<file path="config.mk">
export PLATFORM = sky130hd
export DESIGN_NAME = fetch_stage
export DESIGN_NICKNAME = d
export VERILOG_FILES = /design/src/rtl/fetch_stage.sv
export SDC_FILE = /design/constraint.sdc
export NUM_CORES = 1
export LEC_CHECK = 0
export CELL_PAD_IN_SITES_DETAIL_PLACEMENT = 1
export CELL_PAD_IN_SITES_GLOBAL_PLACEMENT = 1
export CORE_MARGIN = 4
export CORE_UTILIZATION = 30
export CTS_BUF_LIST = sky130_fd_sc_hd__clkbuf_8
export DETAILED_ROUTE_END_ITERATION = 10
export GPL_ROUTABILITY_DRIVEN = 0
export PLACE_DENSITY = 0.68
export SYNTH_ARGS = -nofsm -noshare
export SYNTH_HDL_FRONTEND = slang
export SYNTH_SLANG_ARGS = --single-unit
</file>
<file path="constraint.sdc">
create_clock -name clk -period 4.4 [get_ports clk]
set_input_delay 1.32 -clock clk [delete_from_list [all_inputs] [get_ports clk]]
set_output_delay 1.32 -clock clk [all_outputs]
set_load 0.005 [all_outputs]
</file>
<file path="src/rtl/fetch_stage.sv">
// -----------------------------------------------------------------------------
// fetch_stage
//   Owns the architectural fetch PC. It sends PC+4 back to the PC select mux and
//   takes the selected next PC from it. It issues in-order instruction-memory
//   requests over a valid/ready handshake, buffers the responses together with
//   their PCs, and presents {pc, inst} to decode. A redirect flushes all
//   buffered work and arranges for responses that are still in flight to be
//   dropped as they arrive.
//
//   Optional feature macro: FETCH_MISALIGN_EN
//     defined   : a redirect to a non word-aligned target latches that target,
//                 suppresses memory requests, and, once in-flight responses
//                 have drained, presents one entry {pc=target, inst=NOP,
//                 misalign=1}. The stage then idles until the next redirect.
//     undefined : bits [1:0] of the redirect target are forced to zero and
//                 io_dec_misalign is constant 0.
//
// Ports
//   clk, reset          clock; asynchronous active-high reset
//   io_pc_redirect      a non-sequential next PC is selected this cycle
//   io_pc_next          next PC from the PC select mux
//   io_pc_pc4           current fetch PC + 4, returned to the mux
//   io_imem_req_*       fetch request (valid/ready, addr = current PC)
//   io_imem_resp_*      in-order response, latency >= 1, no backpressure
//   io_dec_*            decode entry (valid/ready, pc, inst, misalign marker)
// -----------------------------------------------------------------------------
module fetch_stage #(
  parameter logic [31:0] RESET_PC = 32'h0000_0200,
  parameter int unsigned QDEPTH   = 2
) (
  input  logic        clk,
  input  logic        reset,
  input  logic        io_pc_redirect,
  input  logic [31:0] io_pc_next,
  output logic [31:0] io_pc_pc4,
  output logic        io_imem_req_valid,
  input  logic        io_imem_req_ready,
  output logic [31:0] io_imem_req_addr,
  input  logic        io_imem_resp_valid,
  input  logic [31:0] io_imem_resp_data,
  output logic        io_dec_valid,
  input  logic        io_dec_ready,
  output logic [31:0] io_dec_pc,
  output logic [31:0] io_dec_inst,
  output logic        io_dec_misalign
);

  localparam int unsigned AW = $clog2(QDEPTH);
  localparam int unsigned CW = AW + 1;
  localparam int unsigned OW = CW + 1;
  localparam logic [OW-1:0] QDEPTH_OCC = OW'(QDEPTH);

  logic [31:0]   pc;

  // Tag FIFO: PCs of requests whose responses are still expected.
  logic [31:0]   tag_mem [QDEPTH];
  logic [AW-1:0] tag_wr;
  logic [AW-1:0] tag_rd;

  // Output queue towards decode.
  logic [31:0]   oq_pc   [QDEPTH];
  logic [31:0]   oq_inst [QDEPTH];
  logic [AW-1:0] oq_wr;
  logic [AW-1:0] oq_rd;
  logic [CW-1:0] oq_cnt;

  // outstanding counts every request not yet answered, including those whose
  // answers will be dropped; drop_cnt counts the ones that will be dropped.
  logic [CW-1:0] outstanding;
  logic [CW-1:0] drop_cnt;
  logic [OW-1:0] occ;

  logic          req_block;
  logic          mis_push;
  logic          req_fire;
  logic          resp_keep;
  logic          oq_push;
  logic          oq_pop;
  logic [31:0]   redirect_pc;
  logic [31:0]   push_pc;
  logic [31:0]   push_inst;

`ifdef FETCH_MISALIGN_EN
  typedef enum logic [1:0] {ST_RUN, ST_MIS_WAIT, ST_MIS_IDLE} state_t;
  state_t state;
  logic   oq_mis [QDEPTH];

  assign redirect_pc = io_pc_next;
  assign req_block   = (state != ST_RUN);
  // After a misaligned redirect no new requests are made, so once the dropped
  // responses have drained the queue is empty and the marker entry can go in.
  assign mis_push    = (state == ST_MIS_WAIT) && !io_pc_redirect &&
                       (outstanding == '0) && (drop_cnt == '0);

  always_ff @(posedge clk or posedge reset) begin
    if (reset) begin
      state <= ST_RUN;
    end else if (io_pc_redirect) begin
      state <= (io_pc_next[1:0] != 2'b00) ? ST_MIS_WAIT : ST_RUN;
    end else if (mis_push) begin
      state <= ST_MIS_IDLE;
    end
  end

  always_ff @(posedge clk) begin
    if (oq_push) oq_mis[oq_wr] <= mis_push;
  end

  assign io_dec_misalign = io_dec_valid && oq_mis[oq_rd];
`else
  assign redirect_pc     = io_pc_next & 32'hFFFF_FFFC;
  assign req_block       = 1'b0;
  assign mis_push        = 1'b0;
  assign io_dec_misalign = 1'b0;
`endif

  // Credit covers both in-flight requests and buffered entries, so a response
  // always finds room in the output queue even while decode stalls.
  assign occ               = OW'(outstanding) + OW'(oq_cnt);
  assign io_imem_req_valid = !reset && !io_pc_redirect && !req_block &&
                             (occ < QDEPTH_OCC) && (drop_cnt == '0);
  assign io_imem_req_addr  = pc;
  assign io_pc_pc4         = pc + 32'd4;

  assign req_fire  = io_imem_req_valid && io_imem_req_ready;
  assign resp_keep = io_imem_resp_valid && (drop_cnt == '0) && !io_pc_redirect;
  assign oq_push   = resp_keep || mis_push;
  assign oq_pop    = io_dec_valid && io_dec_ready && !io_pc_redirect;
  assign push_pc   = mis_push ? pc : tag_mem[tag_rd];
  assign push_inst = mis_push ? 32'h0000_0013 : io_imem_resp_data;

  assign io_dec_valid = (oq_cnt != '0);
  assign io_dec_pc    = io_dec_valid ? oq_pc[oq_rd]   : 32'h0;
  assign io_dec_inst  = io_dec_valid ? oq_inst[oq_rd] : 32'h0;

  // Control state: PC, pointers and counters.
  always_ff @(posedge clk or posedge reset) begin
    if (reset) begin
      pc          <= RESET_PC;
      tag_wr      <= '0;
      tag_rd      <= '0;
      oq_wr       <= '0;
      oq_rd       <= '0;
      oq_cnt      <= '0;
      outstanding <= '0;
      drop_cnt    <= '0;
    end else if (io_pc_redirect) begin
      // Everything still in flight becomes stale; a response arriving right
      // now is discarded here, so it is not counted again.
      pc          <= redirect_pc;
      tag_wr      <= '0;
      tag_rd      <= '0;
      oq_wr       <= '0;
      oq_rd       <= '0;
      oq_cnt      <= '0;
      outstanding <= outstanding - CW'(io_imem_resp_valid);
      drop_cnt    <= outstanding - CW'(io_imem_resp_valid);
    end else begin
      if (req_fire) begin
        pc     <= pc + 32'd4;
        tag_wr <= tag_wr + 1'b1;
      end
      outstanding <= outstanding + CW'(req_fire) - CW'(io_imem_resp_valid);
      if (io_imem_resp_valid) begin
        if (drop_cnt != '0) drop_cnt <= drop_cnt - 1'b1;
        else                tag_rd   <= tag_rd + 1'b1;
      end
      if (oq_push) oq_wr <= oq_wr + 1'b1;
      if (oq_pop)  oq_rd <= oq_rd + 1'b1;
      oq_cnt <= oq_cnt + CW'(oq_push) - CW'(oq_pop);
    end
  end

  // Storage: written on push only, never reset.
  always_ff @(posedge clk) begin
    if (req_fire) tag_mem[tag_wr] <= pc;
    if (oq_push) begin
      oq_pc[oq_wr]   <= push_pc;
      oq_inst[oq_wr] <= push_inst;
    end
  end

endmodule

</file>
After elaboration in Yosys (flattened, before gate mapping) --
Memories as Yosys holds them, arrays and structs flattened. Cells that the tools add are included. W data, S select, Z words.
Word-level totals: logic and storage cells 67, memory bits (read-only) 0, input port bits 70, bits in writable memories 192, memories kept 3, bits in registers 42, latch bits 0
Memories:
- oq_inst | depth 2, width 32, rd ports 1, clocked after memory_dff 0, wr ports 1, RTL line 62 | logic [31:0] oq_inst [QDEPTH];
- oq_pc | depth 2, width 32, rd ports 1, clocked after memory_dff 0, wr ports 1, RTL line 61 | logic [31:0] oq_pc [QDEPTH];
- tag_mem | depth 2, width 32, rd ports 1, clocked after memory_dff 0, wr ports 1, RTL line 56 | logic [31:0] tag_mem [QDEPTH];
Operators by class: muxes and demuxes 22, $mul 0, bitwise gates (word level) 0, order comparisons 1, shift operators 0, reduce and logical (&&, ||, !) cells 20, eq/ne operators 1, div/mod/pow operators 0, add/subtract/negate cells 12
Operator list (count):
- $mux W32 | 4
- $add A32 B3 Y32 const B | 1
- $reduce_bool A2 Y1 | 7
- $mux W1 | 13
- $mux W2 | 5
- $logic_and A1 B1 Y1 | 8
- $sub A2 B1 Y2 | 3
- $add A1 B1 Y1 const B | 4
- $add A2 B1 Y2 | 2
- $reduce_and A2 Y1 | 2
- $add A2 B2 Y3 | 1
- $lt A3 B2 Y1 const B | 1
- $logic_not A1 Y1 | 2
- $logic_not A2 Y1 | 1
- $ne A2 B2 Y1 const B | 1
- $sub A2 B1 Y2 const B | 1

Longest topological paths before layout --
depth in word-level cells 8, gate-level depth with buffers 13, gate-level depth less buffers 11

Worst setup path after synthesis --
OpenSTA, ideal clock, no wires.
kind input port to flip-flop, start point input port io_pc_redirect, end point memory oq_inst[0][0] (enable), stages on the path 4, setup slack -403 ps, data arrival time 4321 ps, data required time 3918 ps, library setup time 482 ps, cell sequence buf_2 > nor2b_1 > nand2_1 > nor2_1
Between the ends: word-level cells in the longest chain between the ends 4
RTL lines:
- start, declared | RTL line 33 | input logic io_pc_redirect,
- $logic_not A1 Y1 | RTL line 126 | assign resp_keep = io_imem_resp_valid && (drop_cnt == '0) && !io_pc_redirect;
- $logic_and A1 B1 Y1 | RTL line 126
- $mux W1 | RTL line 177 | if (oq_push) begin
- $mux W1 (not written as such) | RTL line 179 | oq_inst[oq_wr] <= push_inst;
- end, declared | RTL line 62
No other way between the ends.

Final worst setup path --
start point register pc[9], in the netlist io_imem_req_addr[9], end point output port io_pc_pc4[24]
Between the ends: word-level cells in the longest chain between the ends 1
RTL lines:
- start, declared | RTL line 53 | logic [31:0] pc;
- start signal, assigned | RTL line 150 | pc <= redirect_pc;
- start signal, assigned | RTL line 160 | pc <= pc + 32'd4;
- $add A32 B3 Y32 | RTL line 123 | assign io_pc_pc4 = pc + 32'd4;
- end, declared | RTL line 35 | output logic [31:0] io_pc_pc4,
No other way between the ends.

==> results.json <==
{
  "min_path_type": "flip-flop to flip-flop",
  "netlist_area_sq_um": 9686,
  "post-route-period-util_pct": 97.35,
  "clk_pin_slew_ps": 70,
  "grt.total_usage_pct": 15.26,
  "multi_input_area_sq_um": 2969,
  "area_growth_syn_to_layout_pct": 33.39,
  "cts_tree": "yes",
  "worstPathArrival_ps": 2960,
  "vias": 6441,
  "tightest_slew_ps": 689.3,
  "firstDrtPassIters": 4,
  "r2r_end": "io_imem_req_addr[4]",
  "pwr-share-comb_pct": 19.6,
  "fin_area_sq_um": 12920,
  "r2r_start": "oq_cnt[0]",
  "p_per_area_nw_per_um2": 424.4,
  "cts_buffer_depth": 3,
  "grt_pass1_wl_um": 41990,
  "fin_ws_ps": 116.7,
  "p_switching_mw": 1.468,
  "yosysSeqAreaShare_pct": 67.39,
  "dp.cells": 1273,
  "grt_setup_unrepaired": "false",
  "synth_edf_count": 184,
  "hold-worst-slack_ps": 559.6,
  "io_pins": 201,
  "cp-start-kind": "flip-flop",
  "ant_nets": 0,
  "rows": 65,
  "drtIter0Drc": 232,
  "routed_via_density": 4.785,
  "vdd_drop_max_mv": 0.2234,
  "cap_violations": 0,
  "leakagePower_nw": 4.518,
  "syn_area_per_cell_sq_um": 13.98,
  "routedWlPerCell_um": 20.07,
  "cts-root-buf": "clkbuf_8",
  "grt_max_degree": 63,
  "drv_slew": 0,
  "p_seq_share_pct": 46.8,
  "finalCriticalPeriod_ps": 4283,
  "dp_hpwl_um": 17560,
  "antennaDiodeCount": 0,
  "worstPathRequired_ps": 3080,
  "rrSetupSlack_ps": 1470,
  "hold_path.startpoint": "outstanding[1]",
  "ys_types": 53,
  "dieArea_sq_um": 35220,
  "drc": 0,
  "tns_ps": 0,
  "yosysMostFrequentCell": "edfxtp_1",
  "core_sq_um": 31720,
  "yosysWarnings": 0,
  "numCtsBuffers": 40,
  "antenna_found_initial": 1,
  "seq_area_sq_um": 6533,
  "h-tree-depth": 2,
  "n_fill_cell": 3294,
  "wl_um": 27010,
  "die-height_um": 187.7,
  "placed_cell_area_sq_um": 12140,
  "status": "complete, no violations",
  "synth_top_area_share_pct": 57.05,
  "portBuffers": 191,
  "ff2ff_path_depth": 9,
  "fmax_mhz": 233.5,
  "skew_ps": 17.64,
  "worstHoldEndpoint": "outstanding[1]",
  "ys_ff_latch": 224,
  "die_x_um": 187.7,
  "synth_commonest_cells": "edfxtp_1 (184), nor2_1 (89), mux2i_1 (63)",
  "end_kind": "output pin",
  "final_cells": 1346,
  "holdBufCountCts": 0,
  "holdPathStages": 1,
  "drive_gt1_share_pct": 13.45,
  "pre_cts_slack_ps": 345.8,
  "clock_latency_ps": 530,
  "synthCells": 693,
  "layout.nets": 991,
  "relSlewSlack_pct": 54.05,
  "initial_utilization_pct": 30.54,
  "grt_pass1_vias": 7066,
  "worstSetupPathType": "flip-flop to output pin",
  "crit_fanout": 11,
  "hold_viol": 0,
  "synthTopCellsByArea": "edfxtp_1 (57%), dfrtp_1 (10%), mux2i_1 (6.5%)",
  "swShare_pct": 26.77,
  "yosysTopAreaCell": "edfxtp_1",
  "gr-total-overflow": 0,
  "ys.flop_type": "edfxtp_1",
  "async_reset_ff_share_pct": 17.86,
  "p_clk_share_pct": 33.7,
  "final-setup-viol-count": 0,
  "clock-sinks": 224,
  "p_int_mw": 4.015
}
-- cell type report --
cell class	count	area share (%)
inverter	11	0.3196
sequential	224	50.56
clock buffer	42	4.474
tap	402	3.893
multi-input combinational	421	22.98
timing repair buffer	215	16.35
clock inverter	31	1.424
-- critical path: stages (launching register included) --
cell	delay, ps
dfstp_2	660
nand4_2	230
nor3_2	230
buf_4	220
nand3_1	150
xnor2_1	350
clkdlybuf4s50_1	580
-- layout by cell type, fill, tap and decap left out, types with 3 or more instances in the layout --
cell type,n
conb_1,7
nor2_1,84
and2_1,5
xnor2_1,24
o21ai_0,21
a21o_1,5
inv_1,30
buf_4,22
clkinv_1,5
clkdlybuf4s50_1,190
ha_1,7
clkbuf_8,42
edfxtp_1,184
nor2b_1,13
mux2_2,30
nand4_1,6
a21oi_1,4
a221o_1,6
a22oi_1,6
nor3_1,9
o31a_1,3
nand4_2,3
nand2_1,38
xor2_1,12
dfrtp_1,37
nand3_1,19
and3_1,5
nor2_4,3
o311ai_1,4
nand2b_1,5
mux2i_1,63
or3_1,6
-- flip-flops by register name, summed over array words and instances, names as in the netlist --
signal	flops
drop_cnt	2
io_imem_req_addr	30
oq_cnt	2
oq_inst	64
oq_pc	60
oq_rd	1
oq_wr	1
outstanding	2
tag_mem	60
tag_rd	1
tag_wr	1
-- kinds of logic (layout without fill, tap and decap cells) --
logic type      Yosys count  in the layout  share of synthesized area, %
compound gates           59             59                         4.121
xor+xnor                 38             38                         3.436
fa+ha+maj                 8              8                         1.111
buf+inv                  54            299                         2.674
flops                   224            224                         67.39
mux                      93             93                         9.999
other cells               1              7                       0.03872
simple gates            216            216                         11.23
-- how the worst max path moves through the flow --
| stage | cells after the start | startpoint | slack, ps | to |
|---|---|---|---|---|
| after global routing | 6 | io_imem_req_addr[9] | 4 | io_pc_pc4[24] |
| after global placement | 4 | reset | 380 | io_imem_req_valid |
| after floorplan | 7 | io_pc_redirect | 530 | tag_mem[0][10] |
| after CTS | 6 | io_imem_req_addr[9] | 100 | io_pc_pc4[24] |
| after detailed placement | 4 | reset | 350 | io_imem_req_valid |
| final | 6 | io_imem_req_addr[9] | 120 | io_pc_pc4[24] |
-- power groups by stage --
stage | Clock [mW] | Sequential, mW | Combinational (mW)
2_1_floorplan | 0 | 2.57 | 0.529
3_3_place_gp | 0 | 2.60 | 1.08
3_5_place_dp | 0 | 2.61 | 1.09
4_1_cts | 1.93 | 2.57 | 1.10
5_1_grt | 2.05 | 2.58 | 1.18
6_report | 1.85 | 2.56 | 1.07
-- routing by layer --
layer	share of wire [%]	wire length [um]	GRT usage [%]
met5	0.048	13	0
met4	2.0	546	4.320
met3	4.6	1242	3.220
met2	50	13570	26.50
met1	43	11640	19.32
-- through the flow --
stage                     power (mW)  utilization, %
final                          5.483           40.73
after global routing           5.809           40.73
after detailed placement       3.703           38.26
after global placement         3.682           38.26
after floorplan                3.098               -
after CTS                      5.599           40.67
-- repair_timing --
action,4_1_cts,5_1_grt
resized for setup,0,5
buffers inserted,0,0
endpoints found under the setup margin,0,6
Power figures use the tool's default switching activity.
